[src/rtl/ff_stream_capture.sv]
// Serial capture: samples Q on CE-qualified edges, assembles WIDTH-bit words and
// presents them on a one-entry VALID/READY register with sticky overflow and a word count.
module ff_stream_capture #(
    parameter int unsigned WIDTH     = 8,
    parameter bit          MSB_FIRST = 1'b1,
    parameter int unsigned CNT_WIDTH = 16
) (
    input  logic                 CK,
    input  logic                 RST,
    input  logic                 CE,
    input  logic                 Q,
    input  logic                 SYNC,
    output logic [WIDTH-1:0]     DATA,
    output logic                 VALID,
    input  logic                 READY,
    output logic                 OVERFLOW,
    output logic [CNT_WIDTH-1:0] WORD_CNT
);

    localparam int unsigned BitCntW = $clog2(WIDTH);
    localparam logic [BitCntW-1:0] LastBit = BitCntW'(WIDTH - 1);

    logic [BitCntW-1:0]   bit_cnt_q, bit_cnt_d;
    logic [WIDTH-1:0]     shift_q, shift_d;
    logic [WIDTH-1:0]     shift_base, shift_in;
    logic [WIDTH-1:0]     data_q, data_d;
    logic                 valid_q, valid_d;
    logic                 overflow_q, overflow_d;
    logic [CNT_WIDTH-1:0] word_cnt_q, word_cnt_d;
    logic                 complete;

    always_comb begin
        // SYNC starts a fresh word, so the new bit shifts into an empty register.
        shift_base = SYNC ? '0 : shift_q;
        if (MSB_FIRST) begin
            shift_in = {shift_base[WIDTH-2:0], Q};
        end else begin
            shift_in = {Q, shift_base[WIDTH-1:1]};
        end
        complete = CE && !SYNC && (bit_cnt_q == LastBit);

        bit_cnt_d  = bit_cnt_q;
        shift_d    = shift_q;
        data_d     = data_q;
        valid_d    = valid_q;
        overflow_d = overflow_q;
        word_cnt_d = word_cnt_q;

        if (CE) begin
            if (SYNC) begin
                bit_cnt_d = BitCntW'(1);
                shift_d   = shift_in;
            end else if (complete) begin
                bit_cnt_d = '0;
                shift_d   = '0;
            end else begin
                bit_cnt_d = bit_cnt_q + BitCntW'(1);
                shift_d   = shift_in;
            end
        end

        if (complete) begin
            word_cnt_d = word_cnt_q + CNT_WIDTH'(1);
            if (!valid_q || READY) begin
                data_d  = shift_in;
                valid_d = 1'b1;
            end else begin
                overflow_d = 1'b1;
            end
        end else if (valid_q && READY) begin
            valid_d = 1'b0;
        end
    end

    always_ff @(posedge CK) begin
        if (RST) begin
            bit_cnt_q  <= '0;
            shift_q    <= '0;
            data_q     <= '0;
            valid_q    <= 1'b0;
            overflow_q <= 1'b0;
            word_cnt_q <= '0;
        end else begin
            bit_cnt_q  <= bit_cnt_d;
            shift_q    <= shift_d;
            data_q     <= data_d;
            valid_q    <= valid_d;
            overflow_q <= overflow_d;
            word_cnt_q <= word_cnt_d;
        end
    end

    assign DATA     = data_q;
    assign VALID    = valid_q;
    assign OVERFLOW = overflow_q;
    assign WORD_CNT = word_cnt_q;

endmodule

[config.mk]
export PLATFORM = sky130hd
export DESIGN_NAME = ff_stream_capture
export DESIGN_NICKNAME = d
export VERILOG_FILES = /design/src/rtl/ff_stream_capture.sv
export SDC_FILE = /design/constraint.sdc
export NUM_CORES = 1
export LEC_CHECK = 0
export ABC_AREA = 0
export BUFFER_PORTS_ARGS = -buffer_cell sky130_fd_sc_hd__buf_2
export CAP_MARGIN = 20
export CORE_ASPECT_RATIO = 0.9
export CORE_MARGIN = 10
export CORE_UTILIZATION = 40
export CTS_BUF_LIST = sky130_fd_sc_hd__clkbuf_8
export CTS_CLUSTER_DIAMETER = 150
export DETAILED_ROUTE_END_ITERATION = 6
export PLACE_DENSITY = 0.66
export SLEW_MARGIN = 20
export SYNTH_ARGS = -nofsm -noshare
export SYNTH_HDL_FRONTEND = slang
export SYNTH_SLANG_ARGS = --single-unit
[constraint.sdc]
create_clock -name CK -period 2.3 [get_ports CK]
set_input_delay 0.46 -clock CK [delete_from_list [all_inputs] [get_ports CK]]
set_output_delay 0.46 -clock CK [all_outputs]
set_load 0.05 [all_outputs]
; ---- Yosys cells after proc, flatten, opt, wreduce, memory -nomap -nowiden
; Cells that the tools add are included.
; Widths: inputs -> output; s select.
[totals]
register_bits = 36
input_bits = 6
output_inout_bits = 26
[classes]
addsub = 2
n_eq_ne = 2
muxes = 8
n_bitwise = 1
n_reduce_logical = 10
[op_table]
columns = operator, n
row1 = $mux 7, 3
row2 = $add 16x1->16 const B, 1
row3 = $mux 3, 2
row4 = $reduce_and 2->1, 3
row5 = $add 3x1->3 const B, 1
row6 = $eq 3x3->1 const B, 1
row7 = $logic_and 1x1->1, 3
row8 = $mux 1, 3
row9 = $logic_not 1->1, 2
row10 = $ne 2x1->1 const B, 1
row11 = $reduce_bool 2->1, 1
row12 = $logic_or 1x1->1, 1
row13 = $not 1->1, 1

; ---- Longest topological paths before layout
; Gate-level depths: netlist of the first run.
[logic_depth]
ltp_word = 5
mapped_depth = 7

; ---- Least setup slack after synthesis of the first run
; OpenSTA, ideal clock, no wires.
[synth_timing]
path_kind = reg-to-reg
from = register word_cnt_q[0] (netlist: WORD_CNT[0])
to = register word_cnt_q[12] (netlist: WORD_CNT[12])
t_arrival_ns = 1.655
required_time_ns = 2.172
slack_ns = 0.518
stages_incl_launch_ff = 6
n_path_buf = 0
path_cell_list = dfxtp_1 ha_1 nand4b_2 nor4_1 xnor2_1 nor2_1
[synth_between]
elab_chain_len = 1
[synth_lines]
columns = element, line
row1 = "start, declared", 29  ; logic [CNT_WIDTH-1:0] word_cnt_q, word_cnt_d;
row2 = "start signal, assigned", 89  ; word_cnt_q <= word_cnt_d;
row3 = $add 16x1->16, 63  ; word_cnt_d = word_cnt_q + CNT_WIDTH'(1);
; Every way passes these cells.
; A chain may end at the register's enable or synchronous reset.

; ---- Worst setup path in the final report of the first run
[layout_timing]
from = register bit_cnt_q[0]
to = register word_cnt_q[13] (netlist: WORD_CNT[13])
[layout_between]
elab_chain_len = 2
[layout_lines]
columns = element, line
row1 = "start, declared", 23  ; logic [BitCntW-1:0] bit_cnt_q, bit_cnt_d;
row2 = "start signal, assigned", 84  ; bit_cnt_q <= bit_cnt_d;
row3 = $eq 3x3->1, 40  ; complete = CE && !SYNC && (bit_cnt_q == LastBit);
row4 = $logic_and 1x1->1, 40
; Every way passes these cells.

==> out/summary.txt, run 1 <==
Crit Path Max Fanout -> 7
Final setup skew -> 0.008025 ns
Core area -> 3731 µm²
Clock latency on the worst-skew pair -> 0.29 ns
Fmax -> 544.3 MHz
WL/cell -> 12.82 µm
Die width -> 85.70 µm
Final hold vios -> 0
Final setup vio count -> 0
Min Tclk post-route -> 1.837 ns
RSZ-0062 raised after global routing -> no
CTS sink count -> 36
Flop pwr share -> 0.558
Layout cells sized above 1 -> 0.2440
Sequential share of the synthesized area -> 0.4638
Area Growth Syn to Fin -> 18.60%
CP cell instances -> ha_1, ha_1, nand3b_2, nor3_4, nand3_2, mux2_4
Synthesized flop and latch total -> 36
HP Class -> in2reg
Via density -> 5.063
Crit path top cell by count -> ha_1
Total power -> 1129 µW
Vias -> 1291
CTS resizes -> 0
Gpl congestion -> 0.7457
Commonest non-fill, non-tap cell in the layout -> dfxtp_1
DIE HEIGHT -> 79.13 µm
VDD IR max -> 0.2627 mV
Yosys warns -> 0
Mapped Avg Cell Area -> 8.829 µm²
Fin crit share -> 0.7988
Comb power frac -> 0.037
Fin Setup TNS -> 0 ns
Max Slew Vio Count -> 0
WHS Path Cells -> 3
Initial Utilization -> 0.4165
Area of the mapped netlist -> 1554 µm²
Critical path type -> reg2reg
Cell count after synthesis -> 176
Actual slew at the worst max-slew pin -> 0.4972 ns
Synth async-reset ratio -> 0
Reg clk slew, reported paths -> 0.07 ns
Initial antenna violation count -> 0
FF-to-FF path depth -> 6
Pint -> 881.5 µW
Post-synth EDFFs -> 0
Ys flop type -> dfxtp_1
Detail Route Antenna Nets -> 0
Root buf cell -> clkbuf_8
Most frequent cells in the layout -> 36 x dfxtp_1, 31 x buf_2, 23 x a21oi_1
CTS tree -> yes
Syn_nets -> 185
Maxcap violations -> 0
Fin util -> 0.4940
Post-route cell area -> 1843 µm²
Crit. End Element -> flop
Critical path depth in cells -> 6
Max-slew headroom -> 0.6673
First-pass GRT wire length -> 5561 µm
Cell family with most CP delay -> simple AND/OR/NAND/NOR gates
Crit path buf inv count -> 0
Bufs on Longest Clock Path -> 2
CP max stage cell -> dfxtp_1
DRC -> 0
Sw Share -> 0.2191
1st-pass router iterations -> 4
Placement Rows -> 21
H-tree depth -> 2
CTS Buf Count -> 5
Global route overflow -> 0
Clock Power Share -> 0.406
Worst hold slack -> 0.4334 ns
Leakage power total -> 0.0007541 µW
Largest stage delay on the critical path -> 0.36 ns
Crit path DAT -> 2.01 ns
Ant. Diodes -> 0
GRT Total Usage -> 0.09815
Status -> complete, no violations
Final HPWL DP -> 2351 µm
Post-CTS Setup Bufs -> 0
Die ar. -> 6781 µm²
Port Buffer Count -> 31
Net Sw Power -> 247.3 µW
Initial DRC count -> 101
Final net count -> 217
Io pins -> 32
Worst Path Required -> 2.48 ns
Placed Area -> 1749 µm²
Post-Route WL -> 3268 µm
Pwr dens -> 612.4 nW/µm²
Largest net degree at the start of global routing -> 24
Setup crit start kind -> flop
Vias in the first global route -> 1193
Hold_buf cts -> 0
Post-synth cell types -> 31
power by group through the flow:
| stage | sequential, µW | combinational (µW) | clock, µW |
|---|---|---|---|
| 3_5_place_dp | 644 | 41.0 | 0 |
| 3_3_place_gp | 644 | 41.2 | 0 |
| 6_report | 629 | 41.3 | 458 |
| 4_1_cts | 629 | 41.4 | 472 |
| 2_1_floorplan | 643 | 28.6 | 0 |
| 5_1_grt | 629 | 46.4 | 496 |
flip-flops by register name, indices dropped and copies added, names as in the netlist:
signal and count:
WORD_CNT 16, shift_q 7, DATA 8, bit_cnt_q 3
OVERFLOW 1, VALID 1
per-layer routing:
| metal | GRT usage | up-vias | share of wire |
|---|---|---|---|
| met5 | 0 | - | 0 |
| met4 | 0.02467 | 0 | 0.0076 |
| met3 | 0.05000 | 3 | 0.059 |
| met2 | 0.1542 | 23 | 0.43 |
| met1 | 0.1158 | 595 | 0.50 |
| li1 | - | 670 | - |
worst register-to-register path: cells and delay by family (launching register included):
kind,cells,cell delay (ns)
AND/OR/NAND/NOR,3,0.67
adder cells (fa/ha/maj),2,0.41
flip-flops,1,0.36
multiplexers,1,0.30
cells in the mapped netlist (3+ instances only):
| master | n | area [µm²] |
|---|---|---|
| ha_1 | 3 | 37.54 |
| nor2b_1 | 3 | 18.77 |
| nand3b_1 | 8 | 60.06 |
| nor3_1 | 3 | 15.01 |
| nand2b_1 | 11 | 68.82 |
| xnor2_1 | 6 | 52.55 |
| dfxtp_1 | 36 | 720.7 |
| nand3_1 | 10 | 50.05 |
| nor2_1 | 22 | 82.58 |
| clkbuf_1 | 4 | 15.01 |
| nor4_1 | 3 | 18.77 |
| nand2_1 | 14 | 52.55 |
| nand4_1 | 5 | 31.28 |
| xor2_1 | 3 | 26.28 |
| a21oi_1 | 23 | 115.1 |
metrics by stage:
| step | std cells | setup slack, ns |
|---|---|---|
| after global routing | 255 | 0.2678 |
| after CTS | 255 | 0.4563 |
| after detailed placement | 247 | 0.4624 |
| after floorplan | 176 | 0.5175 |
| after global placement | 247 | 0.4910 |
| final | 255 | 0.4628 |
final timing paths:
path / startpoint / endpoint / slack, ns
worst max-delay path: bit_cnt_q[0] / WORD_CNT[13] / 0.46
worst min-delay path: Q / DATA[0] / 0.43
worst max register to register: bit_cnt_q[0] / WORD_CNT[13] / 0.46
worst min register to register: DATA[5] / DATA[5] / 0.45
cells by family (layout without fill, tap and decap cells):
logic type,after synthesis,count (layout),share of synthesized area
AO/OA/AOI/OAI,28,28,0.09662
buffers and inverters,9,42,0.02335
AND/OR/NAND/NOR,88,88,0.3156
multiplexers,3,3,0.02577
adder cells (fa/ha/maj),3,3,0.02416
XOR/XNOR,9,9,0.05073
flip-flops,36,36,0.4638
cell type report:
| class | count | area, µm² |
|---|---|---|
| fill | 368 | 1888 |
| multi-input combinational | 131 | 797.0 |
| sequential | 36 | 720.7 |
| timing repair buffer | 33 | 170.2 |
| clock buffer | 6 | 82.58 |
| tap | 46 | 57.56 |
| clock inverter | 2 | 11.26 |
| inverter | 1 | 3.754 |
Power figures use the tool's default switching activity.
==> inputs of run 2 (changes only) <==
--- a/config.mk
+++ b/config.mk
@@ -5,7 +5,7 @@
 export SDC_FILE = /design/constraint.sdc
 export NUM_CORES = 1
 export LEC_CHECK = 0
-export ABC_AREA = 0
+export ABC_AREA = 1
 export BUFFER_PORTS_ARGS = -buffer_cell sky130_fd_sc_hd__buf_2
 export CAP_MARGIN = 20
 export CORE_ASPECT_RATIO = 0.9
@@ -14,7 +14,7 @@
 export CTS_BUF_LIST = sky130_fd_sc_hd__clkbuf_8
 export CTS_CLUSTER_DIAMETER = 150
 export DETAILED_ROUTE_END_ITERATION = 6
-export PLACE_DENSITY = 0.66
+export PLACE_DENSITY = 0.69
 export SLEW_MARGIN = 20
 export SYNTH_ARGS = -nofsm -noshare
 export SYNTH_HDL_FRONTEND = slang
==> constraint.sdc (replaced) <==
create_clock -name CK -period 1.55 [get_ports CK]
set_input_delay 0.31 -clock CK [delete_from_list [all_inputs] [get_ports CK]]
set_output_delay 0.31 -clock CK [all_outputs]
set_load 0.05 [all_outputs]
==> out/summary.txt, run 2 <==
Max Slew Vio Count -> 0 (unchanged)
Critical path type -> reg2reg (unchanged)
DP Cell Count -> 287 (was 247)
Reg clk slew, reported paths -> 0.07 ns (about the same)
Status -> complete, no violations (unchanged)
Gpl congestion -> 0.8341 (was 0.7457)
Io pins -> 32 (unchanged)
Fin util -> 0.5343 (was 0.4940)
WL/cell -> 11.93 µm (was 12.82 µm)
Synth async-reset ratio -> 0 (unchanged)
Ant. Diodes -> 0 (unchanged)
Worst Path Required -> 1.73 ns (was 2.48 ns)
Fin Setup TNS -> 0 ns (unchanged)
HP Class -> in2reg (unchanged)
Area of the mapped netlist -> 1533 µm² (was 1554 µm²)
Min Tclk post-route -> 1.487 ns (was 1.837 ns)
Via density -> 4.873 (was 5.063)
DIE HEIGHT -> 78.73 µm (was 79.13 µm)
Count leader, synth -> nand2_1 (was dfxtp_1)
Largest net degree at the start of global routing -> 21 (was 24)
Placed Area -> 1802 µm² (was 1749 µm²)
Post-route cell area -> 1979 µm² (was 1843 µm²)
Root buf cell -> clkbuf_8 (unchanged)
Port Buffer Count -> 31 (unchanged)
Vias -> 1462 (was 1291)
Max-slew headroom -> 0.6975 (was 0.6673)
Mapped Avg Cell Area -> 7.440 µm² (was 8.829 µm²)
Die width -> 85.25 µm (was 85.70 µm)
Crit path DAT -> 1.67 ns (was 2.01 ns)
Leakage power total -> 0.0008517 µW (was 0.0007541 µW)
Initial Utilization -> 0.4137 (was 0.4165)
Maxcap violations -> 0 (unchanged)
Initial antenna violation count -> 0 (unchanged)
Syn_nets -> 215 (was 185)
Fin crit share -> 0.9596 (was 0.7988)
Initial DRC count -> 141 (was 101)
Fmax -> 672.3 MHz (was 544.3 MHz)
Actual slew at the worst max-slew pin -> 0.4533 ns (was 0.4972 ns)
Sequential share of the synthesized area -> 0.4702 (was 0.4638)
Final HPWL DP -> 2628 µm (was 2351 µm)
Final setup vio count -> 0 (unchanged)
Final setup skew -> 0.004748 ns (was 0.008025 ns)
Die ar. -> 6711 µm² (was 6781 µm²)
Final setup margin -> 0.06255 ns (was 0.4628 ns)
CTS Buf Count -> 5 (unchanged)
Placement Rows -> 21 (unchanged)
Synth top area share -> 0.4702 (was 0.4638)
First-pass GRT wire length -> 6182 µm (was 5561 µm)
Final hold vios -> 0 (unchanged)
Hold_buf cts -> 0 (unchanged)
Pre-CTS setup slack -> -0.03940 ns (was 0.4624 ns)
CTS tree -> yes (unchanged)
Post-synth top cells -> 45 x nand2_1, 36 x dfxtp_1, 27 x nor2_1, 22 x a21oi_1, 20 x inv_1 (was 36 x dfxtp_1, 23 x a21oi_1, 22 x nor2_1, 14 x nand2_1, 11 x nand2b_1)
CTS sink count -> 36 (unchanged)
Clock latency on the worst-skew pair -> 0.28 ns (was 0.29 ns)
Most frequent cells in the layout -> 44 x nand2_1, 31 x dfxtp_1, 31 x buf_2 (was 36 x dfxtp_1, 31 x buf_2, 23 x a21oi_1)
Max reg flops -> 16 (unchanged)
Final net count -> 262 (was 217)
Vias in the first global route -> 1372 (was 1193)
H-tree depth -> 2 (unchanged)
1st-pass router iterations -> 4 (unchanged)
GRT Total Usage -> 0.1078 (was 0.09815)
Bufs on Longest Clock Path -> 2 (unchanged)
Crit Path Max Fanout -> 4 (was 7)
RSZ-0062 raised after global routing -> yes (was no)
Area Growth Syn to Fin -> 29.14% (was 18.60%)
Pwr dens -> 836.4 nW/µm² (was 612.4 nW/µm²)
Yosys warns -> 0 (unchanged)
Synthesized flop and latch total -> 36 (unchanged)
Post-Route WL -> 3580 µm (was 3268 µm)
DRC -> 0 (unchanged)
Cell count after synthesis -> 206 (was 176)
Yosys top cell by area -> dfxtp_1 (unchanged)
Detail Route Antenna Nets -> 0 (unchanged)
Post-synth cell types -> 24 (was 31)
Final Non-Filler Cells -> 300 (was 255)
VDD IR max -> 0.5027 mV (was 0.2627 mV)
Global route overflow -> 0 (unchanged)
Setup crit start kind -> flop (unchanged)
Ranking of synthesized cells by area -> dfxtp_1 47%, nand2_1 11%, a21oi_1 7.2%, nor2_1 6.6%, inv_1 4.9% (was dfxtp_1 46%, a21oi_1 7.4%, nor2_1 5.3%, nand2b_1 4.4%, nand3b_1 3.9%)
Commonest non-fill, non-tap cell in the layout -> nand2_1 (was dfxtp_1)
Ys flop type -> dfxtp_1 (unchanged)
Crit. End Element -> flop (unchanged)
Core area -> 3705 µm² (was 3731 µm²)
Post-synth EDFFs -> 0 (unchanged)
Layout cells sized above 1 -> 0.2677 (was 0.2440)
-- run 2: changes by cell type after synthesis, sizes merged, moves of 3 or more --
| cell | before | now |
|---|---|---|
| nor4 | 3 | 0 |
| xnor2 | 6 | 0 |
| buf | 4 | 1 |
| nor2b | 3 | 0 |
| nand2b | 11 | 0 |
| o21ai | 2 | 12 |
| nand3b | 9 | 0 |
| nand2 | 14 | 46 |
| inv | 1 | 22 |
| nor2 | 22 | 31 |
-- run 2: worst max-delay path: stages (launching register included) --
cell,delay (ns)
dfxtp_2,0.36
ha_4,0.14
ha_4,0.13
nand3_4,0.08
buf_12,0.14
nor2_4,0.12
buf_4,0.13
nand2_2,0.05
nor2_2,0.09
nand2_1,0.06
nand2_1,0.06
nor2_1,0.04
-- run 2: report_power, final --
part           switching, µW  leakage, µW  internal, µW
Clock                    312    0.0000538           349
Combinational           38.3     0.000505          19.3
Sequential              6.07     0.000293           930
-- run 2: cell families after synthesis --
kind of cell               share of synthesized area
AOI/OAI and AO/OA                             0.1371
adders and majority gates                    0.02449
DFF                                           0.4702
and+or+nand+nor                               0.2922
xor gates and xnor gates                     0.01143
buffers and inverters                        0.06449
-- run 2: layer usage --
metal,routed length (µm),vias to the layer above,track usage,share of wire
li1,-,764,-,-
met1,1773,664,0.1341,0.50
met2,1586,27,0.1714,0.44
met3,178,7,0.03265,0.050
met4,41,0,0.03947,0.011
met5,0,-,0,0
-- run 2: repair_timing --
item                       CTS  global route
resized for setup            6             6
setup endpoints to repair    9            25
buffers inserted             2             3
pin swaps                    2             4
-- run 2: worst paths after layout --
check	startpoint	endpoint	slack [ns]	depth (start not counted)
max	bit_cnt_q[1]	WORD_CNT[15]	0.06	11
min	Q	DATA[0]	0.30	3
max reg2reg	bit_cnt_q[1]	WORD_CNT[15]	0.06	11
min reg2reg	DATA[2]	DATA[2]	0.46	2
-- run 2: final cells by class --
class                           count  area [µm²]
Fill cell                         359        1725
Multi-Input combinational cell    144       754.5
Sequential cell                    36       729.5
Timing Repair Buffer               43       257.7
Inverter                           23       90.09
Clock buffer                        6       82.58
Tap cell                           46       57.56
Clock inverter                      2       7.507
-- run 2: per-stage QoR --
step,power [µW],hold WS (ns)
final,1656,0.2953
after global routing,1715,0.3076
after global placement,1011,0.4541
after CTS,1669,0.2920
after detailed placement,1012,0.4532
after floorplan,988.1,0.4443
